`src/rtl/fb_master_delay_meas.sv`:
```
// fb_master_delay_meas
//   Master-side FreeDM link delay measurement. Times the interval from the
//   MTxEn rising edge to the MRxDV rising edge. It then subtracts the
//   slave-reported logic delay and halves the remainder, which gives the
//   one-way cable/PHY delay.
// Ports:
//   Clk_100MHz, Reset  clock and asynchronous active-high reset.
//   StartMeas          single-cycle measurement request, ignored while busy.
//   MTxEn, MRxDV       asynchronous MII enables, synchronized here.
//   SlaveLogicDelay    slave logic delay in 100 MHz cycles.
//                      Quasi-static while SlaveLdValid is high.
//   SlaveLdValid       asynchronous level qualifying SlaveLogicDelay.
//   MeasBusy           high outside IDLE.
//   MeasDone           one-cycle pulse when new results are registered.
//   MeasTimeout        one-cycle pulse on abort.
//   MeasUnderflow      round trip was shorter than the slave logic delay.
//   RoundTripCnt       last measured round trip in cycles.
//   LinkDelay          last computed one-way delay in cycles.
module fb_master_delay_meas #(
  parameter logic [15:0] TIMEOUT_CYCLES = 16'd50000
) (
  input  logic        Clk_100MHz,
  input  logic        Reset,
  input  logic        StartMeas,
  input  logic        MTxEn,
  input  logic        MRxDV,
  input  logic [7:0]  SlaveLogicDelay,
  input  logic        SlaveLdValid,
  output logic        MeasBusy,
  output logic        MeasDone,
  output logic        MeasTimeout,
  output logic        MeasUnderflow,
  output logic [15:0] RoundTripCnt,
  output logic [15:0] LinkDelay
);

  typedef enum logic [2:0] {
    S_IDLE, S_ARM, S_COUNT, S_WAIT_LD, S_CALC, S_DONE
  } state_t;

  state_t      r_state;
  logic [2:0]  r_tx_sync;
  logic [2:0]  r_rx_sync;
  logic [2:0]  r_ld_sync;
  logic [15:0] r_to_cnt;
  logic [15:0] r_int_cnt;
  logic [15:0] r_rt;
  logic [7:0]  r_ld;
  logic [15:0] r_link_calc;
  logic        r_uf_calc;
  logic        r_busy;
  logic        r_done;
  logic        r_timeout;
  logic        r_uf;
  logic [15:0] r_rt_out;
  logic [15:0] r_link_out;

  logic        w_tx_edge;
  logic        w_rx_edge;
  logic        w_ld_edge;
  logic        w_to_hit;
  logic [16:0] w_diff;

  // Equal-depth chains on every path, so synchronizer latency cancels out of the interval.
  always_ff @(posedge Clk_100MHz or posedge Reset) begin
    if (Reset) begin
      r_tx_sync <= '0;
      r_rx_sync <= '0;
      r_ld_sync <= '0;
    end else begin
      r_tx_sync <= {r_tx_sync[1:0], MTxEn};
      r_rx_sync <= {r_rx_sync[1:0], MRxDV};
      r_ld_sync <= {r_ld_sync[1:0], SlaveLdValid};
    end
  end

  assign w_tx_edge = r_tx_sync[1] & ~r_tx_sync[2];
  assign w_rx_edge = r_rx_sync[1] & ~r_rx_sync[2];
  assign w_ld_edge = r_ld_sync[1] & ~r_ld_sync[2];
  assign w_to_hit  = (r_to_cnt == TIMEOUT_CYCLES - 16'd1);
  // Bit 16 set means the round trip was shorter than the slave delay.
  assign w_diff    = {1'b0, r_rt} - {9'd0, r_ld};

  always_ff @(posedge Clk_100MHz or posedge Reset) begin
    if (Reset) begin
      r_state     <= S_IDLE;
      r_to_cnt    <= '0;
      r_int_cnt   <= '0;
      r_rt        <= '0;
      r_ld        <= '0;
      r_link_calc <= '0;
      r_uf_calc   <= 1'b0;
      r_busy      <= 1'b0;
      r_done      <= 1'b0;
      r_timeout   <= 1'b0;
      r_uf        <= 1'b0;
      r_rt_out    <= '0;
      r_link_out  <= '0;
    end else begin
      r_done    <= 1'b0;
      r_timeout <= 1'b0;
      case (r_state)
        S_IDLE: begin
          r_to_cnt <= '0;
          if (StartMeas) begin
            r_state <= S_ARM;
            r_busy  <= 1'b1;
          end
        end
        S_ARM, S_COUNT, S_WAIT_LD: begin
          if (r_state == S_COUNT && r_int_cnt != 16'hFFFF)
            r_int_cnt <= r_int_cnt + 16'd1;
          if (w_to_hit) begin
            r_state   <= S_IDLE;
            r_busy    <= 1'b0;
            r_timeout <= 1'b1;
            r_to_cnt  <= '0;
          end else if (r_state == S_ARM && w_tx_edge) begin
            r_int_cnt <= 16'd1;
            r_state   <= S_COUNT;
            r_to_cnt  <= '0;
          end else if (r_state == S_COUNT && w_rx_edge) begin
            r_rt     <= r_int_cnt;
            r_state  <= S_WAIT_LD;
            r_to_cnt <= '0;
          end else if (r_state == S_WAIT_LD && w_ld_edge) begin
            r_ld     <= SlaveLogicDelay;
            r_state  <= S_CALC;
            r_to_cnt <= '0;
          end else begin
            r_to_cnt <= r_to_cnt + 16'd1;
          end
        end
        S_CALC: begin
          r_uf_calc   <= w_diff[16];
          r_link_calc <= w_diff[16] ? '0 : {1'b0, w_diff[15:1]};
          r_state     <= S_DONE;
          r_done      <= 1'b1;
          r_to_cnt    <= '0;
        end
        S_DONE: begin
          r_rt_out   <= r_rt;
          r_link_out <= r_link_calc;
          r_uf       <= r_uf_calc;
          r_state    <= S_IDLE;
          r_busy     <= 1'b0;
          r_to_cnt   <= '0;
        end
        default: begin
          r_state <= S_IDLE;
          r_busy  <= 1'b0;
        end
      endcase
    end
  end

  assign MeasBusy      = r_busy;
  assign MeasDone      = r_done;
  assign MeasTimeout   = r_timeout;
  assign MeasUnderflow = r_uf;
  assign RoundTripCnt  = r_rt_out;
  assign LinkDelay     = r_link_out;

endmodule

```
`config.mk`:
```
export PLATFORM = sky130hd
export DESIGN_NAME = fb_master_delay_meas
export DESIGN_NICKNAME = d
export VERILOG_FILES = /design/src/rtl/fb_master_delay_meas.sv
export SDC_FILE = /design/constraint.sdc
export NUM_CORES = 1
export LEC_CHECK = 0
export ABC_CLOCK_PERIOD_IN_PS = 3900
export CAP_MARGIN = 20
export CORE_MARGIN = 2
export CORE_UTILIZATION = 52
export CTS_CLUSTER_SIZE = 12
export DETAILED_ROUTE_END_ITERATION = 8
export GPL_ROUTABILITY_DRIVEN = 0
export GPL_TIMING_DRIVEN = 0
export HOLD_SLACK_MARGIN = 0.02
export PLACE_DENSITY_LB_ADDON = 0.12
export SETUP_SLACK_MARGIN = 0.15
export SLEW_MARGIN = 20
export SYNTH_ARGS = -nofsm -noshare
export SYNTH_HDL_FRONTEND = slang
export SYNTH_SLANG_ARGS = --single-unit
```
`constraint.sdc`:
```
create_clock -name Clk_100MHz -period 3.9 [get_ports Clk_100MHz]
set_input_delay 0.585 -clock Clk_100MHz [delete_from_list [all_inputs] [get_ports Clk_100MHz]]
set_output_delay 0.585 -clock Clk_100MHz [all_outputs]
set_load 0.02 [all_outputs]
```
==> reports/metrics.yaml <==
tightest_slew_ns: 0.792
viasPerCell: 5.47
cts_hold_buffers: 0
worstHoldStart: "r_rx_sync[0]$_DFF_PP0_"
hp-class: "reg2reg"
worstPathMaxFanout: 5
die-area_um2: 11000
nets: 555
synth.distinct_cells: 52
synth_area_um2: 5300
finish.utilization_pct: 67.0
p_int_mw: 2.79
hold_viol: 0
post_cts_resized: 0
drive_above_1_share_pct: 16.7
max_cap_viol_count: 0
synthCells: 463
antenna_found_initial: 0
fin_area_um2: 6580
place_area_um2: 5980
cts_tree: "built"
cts.sink_count: 119
finClkSkew_ns: 0.00743
r2r_setup_slack_ns: 1.49
p_leak_nw: 3.02
worst_path_max_delay_cell: "dfrtp_1"
firstDrtPassIters: 4
comb_power_share_pct: 22.0
holdPathStages: 0
status: "finished clean"
num_antenna_cells: 0
cts.clk_slew.worst_paths_ns: 0.06
drv_slew: 0
cts_root_buffer: "clkbuf_8"
gr-total-overflow: 0
cp.arrival_ns: 2.81
drtIter0Drc: 187
avgRoutedWirePerCell_um: 15.6
ys_ff_latch: 119
syn-mean-instance-area_um2: 11.4
synth_async_sr_flop_share_pct: 100
place.port_buffers: 48
critical_path_class: "reg2reg"
power.share.clock_pct: 39.3
via_count: 3700
netlist.top_cell.by_area: "dfrtp_1"
ant_nets: 0
fin_tns_setup_ns: 0
p_total_mw: 3.95
seqCellArea_um2: 2980
htreeDepth: 4
switching_power_mw: 1.16
place_hpwl_mm: 7.36
worstPathCellList: "ha_1, o21ai_0, a211o_1, nand3_1, nor2_1, nor2_1, a32o_1"
relSlewSlack_pct: 47.2
start_util_pct: 54.0
finalWorstSetupSlack_ns: 1.49
cpMostUsedCell: "nor2_1"
cts_buffer_depth: 2
dominantRegCellSynth: "dfrtp_1"
worst_r2r_path_depth: 7
grt_pass1_vias: 3633
pwr-share-seq_pct: 38.7
setup.worst_path.end_class: "flop"
fmax_mhz: 415
io_pins: 50
fin_crit_sh_pct: 61.8
rsz0062_at_grt: "false"
synth_edf_count: 0
post_cts_buffers: 0
required_ns: 4.30
worstSkewPairLatency_ns: 0.51
grt_pass1_wl_mm: 17.6
area_growth_pct: 24.1
synth_top_area_share_pct: 56.2
globalRouteTotalUtil_pct: 20.4
min_period_ns: 2.41
r2r_end: "r_link_calc[1]$_DFFE_PP0P_"
synth_seq_area_share_pct: 56.2
drc_errors: 0
setup_viol: 0
finalNonFillerCells: 677
p_sw_share_pct: 29.3
holdPathEnd: "r_rx_sync[1]$_DFF_PP0_"
post-place-ws_ns: 1.53
critical-path-max-stage-delay_ns: 0.40
post-place-cells: 645
synth.area.top_cells: "dfrtp_1 56%, mux2_2 10%, nor2_1 3.1%"
power.density_nw_per_um2: 601
grt_max_degree: 83
drt_wl_total_mm: 10.6
vdd_drop_max_mv: 0.414
whs_ns: 0.348
syn_nets: 487
cp-start-kind: "flop"
timing.rr.start: "r_rt[3]$_DFFE_PP0P_"
yosysWarningCount: 0
rows: 36
die_y_um: 105
coreArea_um2: 9820
multiInputGateArea_um2: 2210
fill_cells: 800
numCtsBuffers: 17
dieWidth_um: 105
layout by cell type (no fill, tap or decap), drive strengths merged, types with 7 or more instances in the layout:
master	n
nand4	10
dfrtp	119
nor2	44
clkinv	7
mux2	48
ha	9
clkdlybuf4s50	48
nand3	15
a21oi	7
o21ai	18
nor3	15
xor2	18
inv	13
clkbuf	29
nand2	43
xnor2	13
layout make-up:
cell class                 instances  share of cell area (%)
sequential                       119                    45.3
multi-input combinational        317                    33.5
timing repair buffer              49                    7.72
clock buffer                      20                    6.77
tap                              133                    2.53
clock inverter                    12                    2.30
buffer                            14                    1.03
inverter                          13                   0.818
worst max path at each step:
stage	to	slack, ns	start
2_1_floorplan	LinkDelay[0]$_DFFE_PP0N_	0.16	Reset
3_3_place_gp	r_rx_sync[0]$_DFF_PP0_	-1.44	Reset
3_5_place_dp	r_link_calc[1]$_DFFE_PP0P_	1.53	r_ld[0]$_DFFE_PP0P_
4_1_cts	r_link_calc[1]$_DFFE_PP0P_	1.50	r_ld[0]$_DFFE_PP0P_
5_1_grt	r_link_calc[1]$_DFFE_PP0P_	1.27	r_rt[7]$_DFFE_PP0P_
6_report	r_link_calc[1]$_DFFE_PP0P_	1.49	r_rt[3]$_DFFE_PP0P_
layer usage:
layer / global-route usage, % / share of wire [%] / wire length (um) / vias up
li1: - / - / - / 1782
met1: 26.3 / 45 / 4770 / 1846
met2: 34.4 / 51 / 5380 / 61
met3: 4.24 / 3.0 / 316 / 11
met4: 7.05 / 1.1 / 120 / 0
met5: 0 / 0 / 0 / -
cell usage after synthesis, drive strengths merged (2+ instances only):
cell and instances:
and3 2, nor3b 3, nand3b 4, a211oi 5, clkbuf 9, xor2 18
xnor2 13, inv 13, nor3 15, a32o 2, nor4 4, o211ai 2
nand3 15, a2bb2oi 2, o21a 2, nand2 43, a21o 3, and4 3
a21oi 7, nor2 44, nand2b 5, ha 9, nor2b 5, a211o 2
dfrtp 119, o31ai 4, or3 3, a22o 5, o21ai 18, nand4 10
mux2 48, a31oi 5, buf 5, nor4bb 2, nand4b 2
registers in the layout (all words and copies together) (netlist names):
name,count
r_ld,8
MeasUnderflow,1
LinkDelay,15
r_int_cnt,16
r_to_cnt,16
r_state,3
r_uf_calc,1
MeasBusy,1
r_link_calc,15
MeasTimeout,1
r_rt,16
r_tx_sync,3
r_rx_sync,3
RoundTripCnt,16
MeasDone,1
r_ld_sync,3
power by group through the flow:
stage | clock network (mW) | registers [mW] | logic [mW]
final | 1.55 | 1.53 | 0.869
after global routing | 1.64 | 1.55 | 0.964
after CTS | 1.58 | 1.53 | 0.876
after detailed placement | 0 | 1.55 | 0.864
after global placement | 0 | 1.54 | 0.841
after floorplan | 0 | 1.56 | 0.585
cell families after synthesis:
kind of cell	count (synthesis)	synth area share, %
AOI/OAI and AO/OA	63	8.05
xor gates and xnor gates	31	5.12
adders and majority gates	10	2.50
buffers and inverters	27	2.20
DFF	119	56.2
muxes	49	10.4
other	1	0.0708
and+or+nand+nor	163	15.5
worst max-delay path: cells and delay by family (launching register included):
kind	cells	cell delay, ns
AOI/OAI and AO/OA	3	0.84
and+or+nand+nor	3	0.71
DFF	1	0.40
adders and majority gates	1	0.36
(Power assumes the default switching activity.)
